**config.mk**
```make
export PLATFORM = sky130hd
export DESIGN_NAME = pipeline_stall_controller
export DESIGN_NICKNAME = d
export VERILOG_FILES = /design/src/rtl/pipeline_stall_controller_pkg.sv /design/src/rtl/pipeline_stall_controller_sat_counter.sv /design/src/rtl/pipeline_stall_controller.sv
export SDC_FILE = /design/constraint.sdc
export NUM_CORES = 1
export LEC_CHECK = 0
export ABC_AREA = 1
export CORE_MARGIN = 10
export CORE_UTILIZATION = 35
export CTS_CLUSTER_SIZE = 8
export DETAILED_ROUTE_END_ITERATION = 8
export GPL_TIMING_DRIVEN = 0
export PLACE_DENSITY_LB_ADDON = 0.3
export SLEW_MARGIN = 20
export SYNTH_ARGS = -nofsm -noshare
export SYNTH_HDL_FRONTEND = slang
export SYNTH_HIERARCHICAL = 1
export SYNTH_SLANG_ARGS = --single-unit
```
**constraint.sdc**
```tcl
create_clock -name clk -period 2.73 [get_ports clk]
set_clock_uncertainty 0.15 [all_clocks]
set_input_delay 0.4095 -clock clk [delete_from_list [all_inputs] [get_ports clk]]
set_output_delay 0.4095 -clock clk [all_outputs]
set_load 0.01 [all_outputs]
```
**src/rtl/pipeline_stall_controller_pkg.sv**
```systemverilog
// Shared types for the pipeline control stage.
//   stall_state_t : stall/flush sequencer states
//   NOP_NONE      : hazard-request value meaning "no hazard"
//   pipe_ctrl_t   : bundle of the six pipeline-register control signals
package pipeline_pkg;

    typedef enum logic [1:0] {
        RUN,
        LOAD_HOLD,
        BRANCH_FLUSH,
        MEM_WAIT
    } stall_state_t;

    localparam logic [1:0] NOP_NONE = 2'b00;

    typedef struct packed {
        logic stall_fetch;
        logic stall_decode;
        logic bubble_execute;
        logic flush_decode;
        logic stall_execute;
        logic stall_memory;
    } pipe_ctrl_t;

    function automatic int unsigned max_u(input int unsigned a, input int unsigned b);
        return (a > b) ? a : b;
    endfunction

endpackage

```
**src/rtl/pipeline_stall_controller_sat_counter.sv**
```systemverilog
// Saturating up-counter: sticks at all-ones, never wraps.
//   clk   : clock
//   rst   : synchronous active-high reset, clears value
//   inc   : count this cycle
//   value : current count
module sat_counter #(
    parameter int unsigned CNT_W = 16
) (
    input  logic             clk,
    input  logic             rst,
    input  logic             inc,
    output logic [CNT_W-1:0] value
);

    logic [CNT_W-1:0] value_q;
    logic [CNT_W-1:0] value_d;

    always_comb begin
        value_d = value_q;
        if (inc && (value_q != {CNT_W{1'b1}})) begin
            value_d = value_q + CNT_W'(1);
        end
    end

    always_ff @(posedge clk) begin
        if (rst) begin
            value_q <= '0;
        end else begin
            value_q <= value_d;
        end
    end

    assign value = value_q;

endmodule

```
**src/rtl/pipeline_stall_controller.sv**
```systemverilog
// Pipeline stall/flush controller sitting behind the hazard detection unit.
// Control outputs are combinational from state and current inputs so hazards
// are honoured in the cycle they are flagged; state and counters are registered.
//   clk, rst             : clock, synchronous active-high reset
//   nop                  : hazard request (nonzero = hazard)
//   branch_taken_execute : taken branch resolved in execute
//   memory_busy          : data memory access not complete
//   pc_write_enable      : PC may update
//   stall_* / bubble_execute / flush_decode : pipeline register controls
//   stall_cycle_count    : saturating count of stall_fetch cycles
//   flush_cycle_count    : saturating count of flush_decode cycles
module pipeline_stall_controller
    import pipeline_pkg::*;
#(
    parameter int unsigned LOAD_STALL_CYCLES   = 1,
    parameter int unsigned BRANCH_FLUSH_CYCLES = 2,
    parameter int unsigned CNT_W               = 16
) (
    input  logic             clk,
    input  logic             rst,
    input  logic [1:0]       nop,
    input  logic             branch_taken_execute,
    input  logic             memory_busy,
    output logic             pc_write_enable,
    output logic             stall_fetch,
    output logic             stall_decode,
    output logic             bubble_execute,
    output logic             flush_decode,
    output logic             stall_execute,
    output logic             stall_memory,
    output logic [CNT_W-1:0] stall_cycle_count,
    output logic [CNT_W-1:0] flush_cycle_count
);

    localparam int unsigned REM_W = $clog2(max_u(LOAD_STALL_CYCLES, BRANCH_FLUSH_CYCLES)) + 1;

    stall_state_t state_q, state_d;
    stall_state_t ret_q, ret_d;    // state to resume once memory is no longer busy
    logic [REM_W-1:0] rem_q, rem_d;
    stall_state_t eff_state;
    pipe_ctrl_t ctrl;

    // MEM_WAIT with memory released acts as the state it interrupted.
    assign eff_state = (state_q == MEM_WAIT) ? ret_q : state_q;

    always_comb begin
        ctrl    = '0;
        state_d = state_q;
        ret_d   = ret_q;
        rem_d   = rem_q;
        if (rst) begin
            ctrl = '0;
        end else if (memory_busy) begin
            ctrl.stall_fetch   = 1'b1;
            ctrl.stall_decode  = 1'b1;
            ctrl.stall_execute = 1'b1;
            ctrl.stall_memory  = 1'b1;
            state_d            = MEM_WAIT;
            // Only capture on entry so back-to-back busy cycles keep the original state.
            if (state_q != MEM_WAIT) begin
                ret_d = state_q;
            end
        end else if (branch_taken_execute) begin
            ctrl.flush_decode   = 1'b1;
            ctrl.bubble_execute = 1'b1;
            if (BRANCH_FLUSH_CYCLES > 1) begin
                rem_d   = REM_W'(BRANCH_FLUSH_CYCLES - 1);
                state_d = BRANCH_FLUSH;
            end else begin
                state_d = RUN;
            end
        end else begin
            state_d = eff_state;
            case (eff_state)
                BRANCH_FLUSH: begin
                    ctrl.flush_decode   = 1'b1;
                    ctrl.bubble_execute = 1'b1;
                    rem_d               = rem_q - REM_W'(1);
                    if (rem_q <= REM_W'(1)) begin
                        state_d = RUN;
                    end
                end
                LOAD_HOLD: begin
                    ctrl.stall_fetch    = 1'b1;
                    ctrl.stall_decode   = 1'b1;
                    ctrl.bubble_execute = 1'b1;
                    rem_d               = rem_q - REM_W'(1);
                    if (rem_q <= REM_W'(1)) begin
                        state_d = RUN;
                    end
                end
                default: begin
                    state_d = RUN;
                    if (nop != NOP_NONE) begin
                        ctrl.stall_fetch    = 1'b1;
                        ctrl.stall_decode   = 1'b1;
                        ctrl.bubble_execute = 1'b1;
                        if (LOAD_STALL_CYCLES > 1) begin
                            rem_d   = REM_W'(LOAD_STALL_CYCLES - 1);
                            state_d = LOAD_HOLD;
                        end
                    end
                end
            endcase
        end
    end

    always_ff @(posedge clk) begin
        if (rst) begin
            state_q <= RUN;
            ret_q   <= RUN;
            rem_q   <= '0;
        end else begin
            state_q <= state_d;
            ret_q   <= ret_d;
            rem_q   <= rem_d;
        end
    end

    assign stall_fetch     = ctrl.stall_fetch;
    assign stall_decode    = ctrl.stall_decode;
    assign bubble_execute  = ctrl.bubble_execute;
    assign flush_decode    = ctrl.flush_decode;
    assign stall_execute   = ctrl.stall_execute;
    assign stall_memory    = ctrl.stall_memory;
    assign pc_write_enable = !rst && !ctrl.stall_fetch;

    sat_counter #(
        .CNT_W (CNT_W)
    ) u_stall_cnt (
        .clk   (clk),
        .rst   (rst),
        .inc   (ctrl.stall_fetch),
        .value (stall_cycle_count)
    );

    sat_counter #(
        .CNT_W (CNT_W)
    ) u_flush_cnt (
        .clk   (clk),
        .rst   (rst),
        .inc   (ctrl.flush_decode),
        .value (flush_cycle_count)
    );

endmodule

```
==> results of run 1 <==
final timing paths:
| check | startpoint | endpoint | slack (ps) | cells after the start |
|---|---|---|---|---|
| setup / recovery | state_q[1]$_SDFF_PP0_ | bubble_execute | 180 | 8 |
| setup reg to reg | state_q[1]$_SDFF_PP0_ | u_stall_cnt/value[13]$_SDFFE_PP0P_ | 310 | 15 |
| hold reg to reg | ret_q[1]$_SDFFE_PP0P_ | ret_q[1]$_SDFFE_PP0P_ | 330 | 2 |
| hold / removal | ret_q[1]$_SDFFE_PP0P_ | ret_q[1]$_SDFFE_PP0P_ | 330 | 2 |
layout make-up:
type	count	area [µm²]
clock inverters	1	30.03
flip-flops and latches	38	760.7
well taps	77	96.34
fillers	650	3346
multi-input cells	282	1354
clock buffers	7	76.32
repair buffers	46	451.7
inverters	31	116.4
plain buffers	6	46.29
synth_stat cells, drive strengths merged:
| cell type | n |
|---|---|
| buf | 4 |
| ha | 5 |
| nand2 | 105 |
| a21oi | 21 |
| nand3 | 27 |
| clkbuf | 2 |
| o21ai | 3 |
| nor2 | 108 |
| nand4 | 7 |
| dfxtp | 38 |
| inv | 31 |
| nor3 | 2 |
| or2 | 3 |
| o21bai | 1 |
power by group through the flow:
| stage | Clock, mW | Sequential, mW | Combinational, mW |
|---|---|---|---|
| 4_1_cts | 0.492 | 0.574 | 0.129 |
| 6_report | 0.471 | 0.574 | 0.130 |
| 3_5_place_dp | 0 | 0.586 | 0.123 |
| 5_1_grt | 0.509 | 0.576 | 0.149 |
| 2_1_floorplan | 0 | 0.587 | 0.0721 |
| 3_3_place_gp | 0 | 0.586 | 0.119 |
logic make-up (layout without fill, tap and decap cells):
family	count (synthesis)	in the layout	synth area share
compound gates	25	25	0.05705
fa+ha+maj	5	5	0.02796
buf+inv	37	91	0.06991
flops	38	38	0.3400
simple gates	252	252	0.5050
timing repair:
action,in CTS,in global routing
gates resized for setup,7,8
pin swaps,2,2
setup endpoints to repair,9,7
setup buffers,2,0
tightest hold or removal path, delay by kind of cell (launching register included):
family,cells,cell delay [ps]
AOI/OAI and AO/OA,1,60
DFF,1,300
buffers and inverters,1,70
layout by cell type, fill, tap and decap left out, types with 5 or more instances in the layout:
cell and instances:
nand2_1 101, nor2_1 81, clkdlybuf4s50_1 41, dfxtp_1 38
inv_1 30, nand3_1 27, nor2_2 21, a21oi_1 19
nand4_1 7, clkbuf_8 5
per-layer routing:
layer | global-route usage | vias to the layer above
met5 | 0 | -
met4 | 0.03969 | 0
met3 | 0.04670 | 2
met2 | 0.1911 | 34
met1 | 0.1247 | 983
li1 | - | 1222
metrics by stage:
stage | cells | TNS, ps | cell area, µm²
2_1_floorplan | 357 | 0 | 2237
3_3_place_gp | 478 | -180.1 | 2774
3_5_place_dp | 478 | -685.3 | 2774
4_1_cts | 488 | 0 | 2917
5_1_grt | 488 | -2.637 | 2932
6_report | 488 | 0 | 2932
registers in the layout (all words and copies together), names as in the netlist:
signal,flops
u_stall_cnt/value,16
u_flush_cnt/value,16
state_q,2
rem_q,2
ret_q,2
==> results.py, run 1 <==
metrics = {
    "clocking": {
        "cts_tree": "yes",
        "clock-sinks": 38,
        "clk_pin_slew_worst_paths_ps": 70,
        "clk_latency_ps": 290,
        "cts_hold_buf": 0,
        "cts_made_buffers": 5,
        "root_buffer": "clkbuf_8",
        "htree_num_levels": 2,
        "cts_buffer_depth": 2,
    },
    "power": {
        "internal_power_mw": 0.8983,
        "power_frac_comb": 0.110,
        "clockPowerShare": 0.401,
        "ir_drop_mv": 0.2121,
        "leakage_nw": 1.188,
        "powerDensity_nw_per_um2": 400.8,
        "swShare": 0.2356,
        "power_switching_mw": 0.2768,
        "seqPwrFrac": 0.488,
        "power_mw": 1.175,
    },
    "detailed_routing": {
        "wl_met3_um": 438,
        "drtIter0Drc": 98,
        "vias": 2241,
        "wl_um": 5292,
        "wl_met2_um": 2464,
        "met1_length_um": 2364,
        "drtPass1Iterations": 4,
        "detail_route.drc_violations": 0,
        "routed_via_density": 4.592,
        "avgRoutedWirePerCell_um": 10.84,
        "top_layer": "met4",
        "ant_nets": 0,
    },
    "setup_path": {
        "start_kind": "flop",
        "crit_top_cell": "inv_1",
        "critPathSlowestCell": "clkdlybuf4s50_1",
        "cp-end-kind": "primary output",
        "max_stage_delay_ps": 470,
        "arrival_ps": 1990,
        "cp_max_fo": 5,
        "cp.buffers_inverters": 4,
        "path_delay_family": "buffers and inverters",
        "crit_required_ps": 2170,
        "path_class": "reg -> out",
        "path_cells": "inv_1, o21ai_2, inv_1, ha_4, nand2_1, o21ai_0, inv_1, clkdlybuf4s50_1",
    },
    "final_layout": {
        "drive_gt1_frac": 0.1241,
        "nets": 421,
        "syn2layout_area_growth_pct": 31.04,
        "final_util": 0.4670,
        "diodes": 0,
    },
    "grt": {
        "antenna_found_initial": 0,
        "grt_use_total": 0.1131,
        "grt_pass1_vias": 2212,
        "gr-total-overflow": 0,
        "grt_max_degree": 12,
        "grt_first_pass_wirelength_um": 9639,
    },
    "sta": {
        "fmaxAchievable_ghz": 0.3916,
        "fin_crit_sh": 0.9355,
        "worst_pin_slew_ps": 320.8,
        "relSlewSlack": 0.7855,
        "whs_ps": 333.2,
        "slew_viol_final": 0,
        "finalHoldViolCount": 0,
        "final-setup-viol-count": 0,
        "rsz0062_at_grt": "yes",
        "min_period_ps": 2554,
        "timing.final.ws_setup_ps": 176.2,
    },
    "synthesis": {
        "netlist_area_um2": 2237,
        "synth_top_area_frac": 0.3400,
        "synth.area.top_cells": "dfxtp_1 (34%), nand2_1 (17%), nor2_1 (14%)",
        "yosysSeqAreaShare": 0.3400,
        "yosysWarnings": 6,
        "synth-seq-cells": 38,
        "yosys.area.top_type": "dfxtp_1",
        "ys_types": 21,
        "synth_area_per_cell_um2": 6.267,
        "synth_nets": 368,
        "synth_cells": 357,
    },
    "run_status": {
        "status": "finished, final reports clean",
    },
    "floorplan": {
        "core_um2": 6277,
        "dieArea_um2": 9990,
        "pin_count": 45,
        "initial_core_util": 0.3564,
        "die_x_um": 99.95,
        "fp-row-count": 29,
        "chipHeight_um": 99.95,
    },
    "job": {
        "cap_violations": 0,
    },
    "place": {
        "place.gp.congestion": 0.8675,
        "post-place-ws_ps": -207.1,
        "io_buffers": 44,
        "dp_hpwl_um": 4209,
    },
    "worst_hold_path": {
        "worstHoldPathType": "reg -> reg",
    },
}
No activity file was read; power rests on OpenSTA's default activity.
==> inputs of run 2 (changes only) <==
--- a/config.mk
+++ b/config.mk
@@ -12,7 +12,7 @@
 export DETAILED_ROUTE_END_ITERATION = 8
 export GPL_TIMING_DRIVEN = 0
 export PLACE_DENSITY_LB_ADDON = 0.3
-export SLEW_MARGIN = 20
+export SLEW_MARGIN = 15
 export SYNTH_ARGS = -nofsm -noshare
 export SYNTH_HDL_FRONTEND = slang
 export SYNTH_HIERARCHICAL = 1
==> results of run 2 <==
The final DEF is identical to that of run 1; final timing and power are the same.
